==> src/rtl/sseg_pkg.sv <==
// +------------------------------------------------------------------+
// | sseg_pkg : shared constants and scan-state type for sseg_scan_mux |
// | Rev 1.0                                                           |
// +------------------------------------------------------------------+
`default_nettype none

package sseg_pkg;

    localparam int         NUM_DIGITS      = 16;
    localparam logic [4:0] ADDR_DAY_DUTY   = 5'd16;
    localparam logic [4:0] ADDR_NIGHT_DUTY = 5'd17;

    typedef enum logic [0:0] {
        S_BLANK = 1'b0,
        S_LIT   = 1'b1
    } scan_state_e;

endpackage

`default_nettype wire

==> src/rtl/sync_2ff.sv <==
// +------------------------------------------------------------------+
// | sync_2ff : single-bit two-flop synchronizer, async reset to 0     |
// | Rev 1.0                                                           |
// +------------------------------------------------------------------+
`default_nettype none

module sync_2ff (
    input  logic clk_i,
    input  logic rst_ni,
    input  logic d_i,
    output logic q_o
);

    logic meta_q;
    logic sync_q;

    always_ff @(posedge clk_i or negedge rst_ni) begin
        if (!rst_ni) begin
            meta_q <= 1'b0;
            sync_q <= 1'b0;
        end else begin
            meta_q <= d_i;
            sync_q <= meta_q;
        end
    end

    assign q_o = sync_q;

endmodule

`default_nettype wire

==> src/rtl/sseg_scan_mux.sv <==
// +------------------------------------------------------------------+
// | sseg_scan_mux : 16-digit multiplexed 7-seg driver, Avalon-MM slave |
// | with blank gap and PWM brightness. SSEG_BRIGHTNESS_REG_EN makes    |
// | the day/night duty writable at addresses 16/17.                    |
// | Rev 1.0                                                            |
// +------------------------------------------------------------------+
`default_nettype none

module sseg_scan_mux
    import sseg_pkg::*;
#(
    parameter int unsigned DWELL_CYCLES = 3125,
    parameter int unsigned BLANK_CYCLES = 50,
    parameter logic [7:0]  DAY_DUTY     = 8'd255,
    parameter logic [7:0]  NIGHT_DUTY   = 8'd48
) (
    input  logic        clock_50_clk,
    input  logic        reset_reset_n,
    input  logic [4:0]  avs_address,
    input  logic        avs_chipselect,
    input  logic        avs_write,
    input  logic        avs_read,
    input  logic [7:0]  avs_writedata,
    output logic [7:0]  avs_readdata,
    input  logic        daylight,
    output logic [7:0]  sseg,
    output logic [15:0] digit_sel
);

    localparam logic [12:0] C_DWELL = 13'(DWELL_CYCLES);

    logic [7:0]  pat_q [NUM_DIGITS];
    logic [7:0]  avs_readdata_q;
    logic [7:0]  w_rd_mux;
    logic        w_wr_en;
    logic        w_day_sync;
    logic [7:0]  w_day_duty;
    logic [7:0]  w_night_duty;
    logic [7:0]  w_duty;
    logic [20:0] w_prod;
    logic [12:0] w_on_cycles;

    scan_state_e state_q, state_d;
    logic [12:0] cnt_q, cnt_d;
    logic [3:0]  idx_q, idx_d;
    logic [7:0]  lat_pat_q, lat_pat_d;
    logic [12:0] on_q, on_d;
    logic [7:0]  sseg_q, sseg_d;
    logic [15:0] digit_sel_q, digit_sel_d;

    assign w_wr_en = avs_chipselect && avs_write;

    sync_2ff u_day_sync (
        .clk_i  (clock_50_clk),
        .rst_ni (reset_reset_n),
        .d_i    (daylight),
        .q_o    (w_day_sync)
    );

    always_ff @(posedge clock_50_clk or negedge reset_reset_n) begin
        if (!reset_reset_n) begin
            for (int i = 0; i < NUM_DIGITS; i++) begin
                pat_q[i] <= '0;
            end
        end else if (w_wr_en && !avs_address[4]) begin
            pat_q[avs_address[3:0]] <= avs_writedata;
        end
    end

`ifdef SSEG_BRIGHTNESS_REG_EN
    logic [7:0] day_duty_q;
    logic [7:0] night_duty_q;

    always_ff @(posedge clock_50_clk or negedge reset_reset_n) begin
        if (!reset_reset_n) begin
            day_duty_q   <= DAY_DUTY;
            night_duty_q <= NIGHT_DUTY;
        end else if (w_wr_en) begin
            if (avs_address == ADDR_DAY_DUTY) begin
                day_duty_q <= avs_writedata;
            end
            if (avs_address == ADDR_NIGHT_DUTY) begin
                night_duty_q <= avs_writedata;
            end
        end
    end

    assign w_day_duty   = day_duty_q;
    assign w_night_duty = night_duty_q;
`else
    assign w_day_duty   = DAY_DUTY;
    assign w_night_duty = NIGHT_DUTY;
`endif

    always_comb begin
        w_rd_mux = '0;
        if (!avs_address[4]) begin
            w_rd_mux = pat_q[avs_address[3:0]];
        end
`ifdef SSEG_BRIGHTNESS_REG_EN
        if (avs_address == ADDR_DAY_DUTY) begin
            w_rd_mux = w_day_duty;
        end
        if (avs_address == ADDR_NIGHT_DUTY) begin
            w_rd_mux = w_night_duty;
        end
`endif
    end

    // Read samples the array before any same-edge write lands, so a
    // colliding read returns the old value.
    always_ff @(posedge clock_50_clk or negedge reset_reset_n) begin
        if (!reset_reset_n) begin
            avs_readdata_q <= '0;
        end else if (avs_chipselect && avs_read) begin
            avs_readdata_q <= w_rd_mux;
        end
    end

    assign w_duty      = w_day_sync ? w_day_duty : w_night_duty;
    assign w_prod      = 21'(w_duty) * 21'(C_DWELL);
    assign w_on_cycles = 13'(w_prod >> 8);

    always_ff @(posedge clock_50_clk or negedge reset_reset_n) begin
        if (!reset_reset_n) begin
            state_q     <= S_BLANK;
            cnt_q       <= '0;
            idx_q       <= '0;
            lat_pat_q   <= '0;
            on_q        <= '0;
            sseg_q      <= '0;
            digit_sel_q <= '0;
        end else begin
            state_q     <= state_d;
            cnt_q       <= cnt_d;
            idx_q       <= idx_d;
            lat_pat_q   <= lat_pat_d;
            on_q        <= on_d;
            sseg_q      <= sseg_d;
            digit_sel_q <= digit_sel_d;
        end
    end

    always_comb begin
        state_d     = state_q;
        cnt_d       = cnt_q + 13'd1;
        idx_d       = idx_q;
        lat_pat_d   = lat_pat_q;
        on_d        = on_q;
        sseg_d      = '0;
        digit_sel_d = '0;

        case (state_q)
            S_BLANK: begin
                // Pattern and duty are frozen here so the lit window never tears.
                if (cnt_q == 13'(BLANK_CYCLES - 1)) begin
                    state_d   = S_LIT;
                    cnt_d     = '0;
                    lat_pat_d = pat_q[idx_q];
                    on_d      = w_on_cycles;
                end
            end
            S_LIT: begin
                if (cnt_q < on_q) begin
                    sseg_d      = lat_pat_q;
                    digit_sel_d = 16'(1) << idx_q;
                end
                if (cnt_q == C_DWELL - 13'd1) begin
                    state_d = S_BLANK;
                    cnt_d   = '0;
                    idx_d   = idx_q + 4'd1;
                end
            end
            default: begin
                state_d = S_BLANK;
                cnt_d   = '0;
            end
        endcase
    end

    assign sseg         = sseg_q;
    assign digit_sel    = digit_sel_q;
    assign avs_readdata = avs_readdata_q;

endmodule

`default_nettype wire

==> config.mk <==
export PLATFORM = sky130hd
export DESIGN_NAME = sseg_scan_mux
export DESIGN_NICKNAME = d
export VERILOG_FILES = /design/src/rtl/sseg_pkg.sv /design/src/rtl/sync_2ff.sv /design/src/rtl/sseg_scan_mux.sv
export SDC_FILE = /design/constraint.sdc
export NUM_CORES = 1
export LEC_CHECK = 0
export CORE_ASPECT_RATIO = 1.2
export CORE_UTILIZATION = 45
export DETAILED_ROUTE_END_ITERATION = 8
export MAX_ROUTING_LAYER = met4
export SETUP_SLACK_MARGIN = 0.1
export SLEW_MARGIN = 20
export SYNTH_ARGS = -nofsm -noshare
export SYNTH_HDL_FRONTEND = slang
export SYNTH_SLANG_ARGS = --single-unit
export TNS_END_PERCENT = 1
==> constraint.sdc <==
create_clock -name clock_50_clk -period 2.7 [get_ports clock_50_clk]
set_input_delay 0.54 -clock clock_50_clk [delete_from_list [all_inputs] [get_ports clock_50_clk]]
set_output_delay 0.54 -clock clock_50_clk [all_outputs]
set_load 0.03 [all_outputs]
### After elaboration in Yosys (flattened, before gate mapping)

Index checks and enable logic that the tools add are counted.

| storage, ports and cells | value |
|---|---|
| flip-flop bits (word level) | 200 |
| input bits | 19 |

| cells by class | value |
|---|---|
| $add $sub $neg | 2 |
| multiply operators | 1 |
| order comparisons | 4 |
| equal/unequal tests | 2 |
| shift operators | 1 |
| muxes and demuxes | 21 |
| bitwise gates (word level) | 3 |
| reduce and logical (&&, ||, !) cells | 7 |

Operator list:

| operator | number |
|---|---|
| bitwise mux 128 bit | 1 |
| 2-to-1 mux 8 bit | 9 |
| binary-select mux 8 bit (select 4 bit) | 2 |
| demux 8 bit (select 4 bit) | 1 |
| 2-to-1 mux 16 bit | 2 |
| 2-to-1 mux 13 bit | 2 |
| case mux 13 bit (2 select lines) | 1 |
| multiplier 8 x 12 -> 20 bit, second input constant | 1 |
| << shifter 1 x 4 -> 16 bit, first input constant | 1 |
| adder 13 x 1 -> 13 bit, second input constant | 1 |
| == test 13 x 12 -> 1 bit, second input constant | 1 |
| == test 13 x 6 -> 1 bit, second input constant | 1 |
| less-than comparator 13 x 12 -> 1 bit | 1 |
| >= comparator 5 bit, second input constant | 2 |
| inverter 4 -> 5 bit | 2 |
| less-than comparator 5 x 1 -> 1 bit, second input constant | 1 |
| adder 4 x 1 -> 4 bit, second input constant | 1 |
| logical AND 1 bit | 4 |
| AND reduction 2 bit | 2 |
| 2-to-1 mux 1 bit | 2 |
| case mux 1 bit (2 select lines) | 1 |
| zero test 1 bit | 1 |
| inverter 1 bit | 1 |

### Logic depth before layout (Yosys ltp)

| depth | value |
|---|---|
| depth in word-level cells | 6 |
| depth in mapped cells | 7 |

### Modules after synthesis

Synthesis repeated with hierarchy kept, for this count alone.

| unflattened totals | value |
|---|---|
| cell total of the unflattened synthesis | 691 |
| area, all modules | 9600.5 µm² |

Modules (own cells, without submodules):

| module | instances | cells an instance | area an instance (µm²) | sequential area each (µm²) |
|---|---|---|---|---|
| sseg_scan_mux | 1 | 689 | 9550.4 | 4729.5 |
| sync_2ff | 1 | 2 | 50.0 | 50.0 |

### Worst setup path before layout

Ideal clock, no wire load.

| timing | value |
|---|---|
| kind | input-to-reg |
| start point | input avs_address[2] |
| end point | register pat_q[120] (netlist bit) |
| arrival time | 1970 ps |
| required time | 2575 ps |
| path slack | 605 ps |
| stages | 5 |
| cells stage by stage | buf_2 -> or4_1 -> clkbuf_1 -> nor3_4 -> mux2_2 |

| between the ends | value |
|---|---|
| word-level cells in the longest chain between the ends | 6 |
| elaborated cells between the ends (all ways) | 7 |

RTL lines:

| item | RTL line | source |
|---|---|---|
| start: declaration | sseg_scan_mux.sv:19 | `input logic [4:0] avs_address,` |
| inverter 4 -> 5 bit (not written as such) (*) | sseg_scan_mux.sv:66 | `pat_q[avs_address[3:0]] <= avs_writedata;` |
| >= comparator 5 bit (not written as such) / less-than comparator 5 x 1 -> 1 bit (equally long branches) | sseg_scan_mux.sv:66 |  |
| logical AND 1 bit (not written as such) | sseg_scan_mux.sv:66 |  |
| 2-to-1 mux 8 bit (not written as such) | sseg_scan_mux.sv:66 |  |
| demux 8 bit (select 4 bit) (*) | sseg_scan_mux.sv:66 |  |
| bitwise mux 128 bit (*) | sseg_scan_mux.sv:66 |  |
| end signal: indexed assignment | sseg_scan_mux.sv:66 |  |
| end: declaration | sseg_scan_mux.sv:32 | `logic [7:0] pat_q [NUM_DIGITS];` |

Every way passes the cells marked *; elsewhere a longest branch is shown, timed or not.
A chain may end at the register's enable or synchronous reset.

### Worst setup path in the final report

| timing | value |
|---|---|
| start point | input avs_address[2] |
| end point | register pat_q[20] (netlist bit) |

The elaborated chain is that of the path after synthesis.

==> results_dict.tcl <==
set metrics [dict create \
    rows 58 \
    cts-resized-gates 0 \
    vias 6173 \
    clk_path_buf_depth 2 \
    p_total_w 0.006570 \
    wl_per_cell_um 23.24 \
    port_buffers 50 \
    multi_input_area_mm2 0.004552 \
    antenna_found_initial 0 \
    hold_path.class "primary input to asynchronous set/reset pin" \
    fin_skew_ns 0.009035 \
    path_clk_slew_ns 0.07 \
    fin_area_mm2 0.01116 \
    cp_top_family "buffers and inverters" \
    yosysWarnings 0 \
    synthTopCellsByArea "dfrtp_1 50%, mux2_2 15%, mux4_2 15%" \
    die-area_mm2 0.02192 \
    worstPathRequired_ns 3.01 \
    powerDensity_mw_per_mm2 588.8 \
    yosysMostFrequentCell "dfrtp_1" \
    grt.total_usage_pct 24.56 \
    drc_errors 0 \
    viasPerCell 5.964 \
    syn_inst 691 \
    p_leak_nw 4.918 \
    final-instance-count-excl-fill 1035 \
    status "completed" \
    place_inst 1002 \
    fin_crit_ns 2.288 \
    dpl_cell_area_mm2 0.01060 \
    drtPass1Iterations 4 \
    clk_latency_ns 0.43 \
    slew_headroom_pct 47.45 \
    synthSimpleGateAreaFrac_pct 7.311 \
    finalCritPeriodShare_pct 84.73 \
    grt_pass1_wl_um 38320 \
    die_h_um 162.0 \
    synth-main-ff-cell "dfrtp_1" \
    grt_max_degree 64 \
    synthMuxAreaShare_pct 32.32 \
    totalWireLength_um 24060 \
    start_util_pct 45.78 \
    die_w_um 135.3 \
    ioPinCount 51 \
    ys_seq_elements 191 \
    place.detailed.hpwl_um 16790 \
    synth_common_cells "191 x dfrtp_1, 128 x mux2_2, 64 x mux4_2" \
    area_growth_pct 16.23 \
    synth-edff-count 0 \
    cts-root-buf "clkbuf_16" \
    grt_pass1_vias 6441 \
    antenna_cells 0 \
    clkSinkCount 191 \
    peakVddDrop_v 0.0004403 \
    avgSynthCellArea_um2 13.89 \
    critPathMaxStageDelay_ns 0.63 \
    tightestPinTransition_ns 0.7882 \
    rsz0062_at_grt "no" \
    setup_viol 0 \
    cp_slowest_cell "clkdlybuf4s50_1" \
    synth_fa_ha_area_share_pct 1.955 \
    layout-drive-gt1-share_pct 37.52 \
    timing.fmax_mhz 437.1 \
    synthArstFlopShare_pct 100.0 \
    cts_hold_buf 0 \
    synth_top_cell_area_share_pct 49.78 \
    n_fill_cell 1764 \
    grt_overflow 0 \
    critical_path.cell_chain "clkdlybuf4s50_1 -> buf_12 -> nand3_1 -> nor2_1 -> nand2_1 -> mux2_2" \
    netlist_area_mm2 0.009600 \
    globalplace.congestion 0.8249 \
    regArea_mm2 0.004781 \
    finalHoldViolations 0 \
    nets 786 \
    synth_top_family_by_area "multiplexers" \
    final_antenna_net_count 0 \
    drv_cap 0 \
    cts_setup_buffers 0 \
    synth_compound_area_share_pct 4.561 \
    yosys.area.top_type "dfrtp_1" \
    synthXorXnorAreaFrac_pct 1.095 \
    cts_tree "done" \
    synth_sequential_area_ratio_pct 49.78 \
    worst_setup_path_end_kind "register" \
    worstSetupPathType "primary input to register" \
    drtIter0Drc 329 \
    cts_buffers 17 \
    cp_max_fo 15 \
    cts.htree.levels 4 \
    slew_violations 0 \
    core_area_mm2 0.02097 \
    synth_cell_types 47 \
    worstPathArrival_ns 2.60 \
    crit_buf_inv 2 \
    crit_path_start_kind "primary input" \
    synth.net_count 725 \
]
==> final timing paths <==
check | startpoint | end | slack [ns] | cells after the start
max reg2reg | cnt_q[9]$_DFF_PN0_ | lat_pat_q[3]$_DFFE_PN0P_ | 0.45 | 4
min reg2reg | u_day_sync.meta_q$_DFF_PN0_ | u_day_sync.q_o$_DFF_PN0_ | 0.37 | 0
max | avs_address[2] | pat_q[20]$_DFFE_PN0P_ | 0.41 | 6
min | reset_reset_n | cnt_q[9]$_DFF_PN0_ | 0.1 | 1
max in group asynchronous | reset_reset_n | pat_q[72]$_DFFE_PN0P_ | 1.84 | 2
min in group clock_50_clk | u_day_sync.meta_q$_DFF_PN0_ | u_day_sync.q_o$_DFF_PN0_ | 0.37 | 0
==> state kept, by name, indices dropped and copies added (netlist names) <==
signal and cells:
pat_q 128, on_q 3, sseg 8, digit_sel 16, idx_q 4, u_day_sync.meta_q 1, lat_pat_q 8, state_q 1
u_day_sync.q_o 1, avs_readdata 8, cnt_q 13
==> power by group <==
group / total [W] / leakage [nW] / switching [W] / internal, W
logic: 0.000856 / 2.10 / 0.000346 / 0.000510
clock network: 0.00237 / 0.257 / 0.00116 / 0.00120
registers: 0.00335 / 2.56 / 0.000214 / 0.00313
==> stage by stage <==
stage | utilization (%) | hold slack [ns] | TNS (ns) | setup slack [ns]
global placement | 50.54 | 0.3436 | -0.2761 | -0.02767
CTS | 53.17 | 0.1108 | 0 | 0.4185
floorplan | - | 0.2444 | 0 | 0.6054
finish | 53.20 | 0.09856 | 0 | 0.4123
detailed placement | 50.54 | 0.3497 | -0.4978 | -0.03352
global route | 53.20 | 0.1223 | 0 | 0.2410
==> layer usage <==
layer  wire length, um  up-vias  global-route usage [%]
met4               645        0                   8.580
met2             12620      169                   40.61
li1                  -     2697                       -
met3              1001       36                   4.650
met5                 0        -                       -
met1              9787     3271                   30.07
==> logic make-up after synthesis <==
family / Yosys count
and+or+nand+nor: 133
muxes: 213
AOI/OAI and AO/OA: 68
buffers and inverters: 59
adders and majority gates: 15
xor gates and xnor gates: 12
DFF: 191
==> final cells by class <==
cell class / count / area share, %
Sequential cell: 191 / 42.85
Tap cell: 270 / 3.028
Clock buffer: 17 / 3.813
Inverter: 11 / 0.3700
Multi-Input combinational cell: 441 / 40.79
Clock inverter: 15 / 1.133
Timing Repair Buffer: 90 / 8.017
==> cell usage in the layout, fill, tap and decap left out, types with 6 or more instances in the layout <==
| cell type | n |
|---|---|
| a21o_1 | 8 |
| a21oi_1 | 27 |
| a22o_1 | 8 |
| a31oi_1 | 7 |
| buf_12 | 8 |
| buf_4 | 32 |
| clkbuf_16 | 17 |
| clkdlybuf4s50_1 | 47 |
| dfrtp_1 | 190 |
| ha_1 | 15 |
| inv_1 | 10 |
| mux2_2 | 128 |
| mux2i_1 | 19 |
| mux4_2 | 64 |
| nand2_1 | 48 |
| nand3_1 | 25 |
| nand4_1 | 7 |
| nor2_1 | 17 |
| nor2_2 | 6 |
| o22ai_1 | 8 |
| xnor2_1 | 7 |
(Power assumes the default switching activity.)
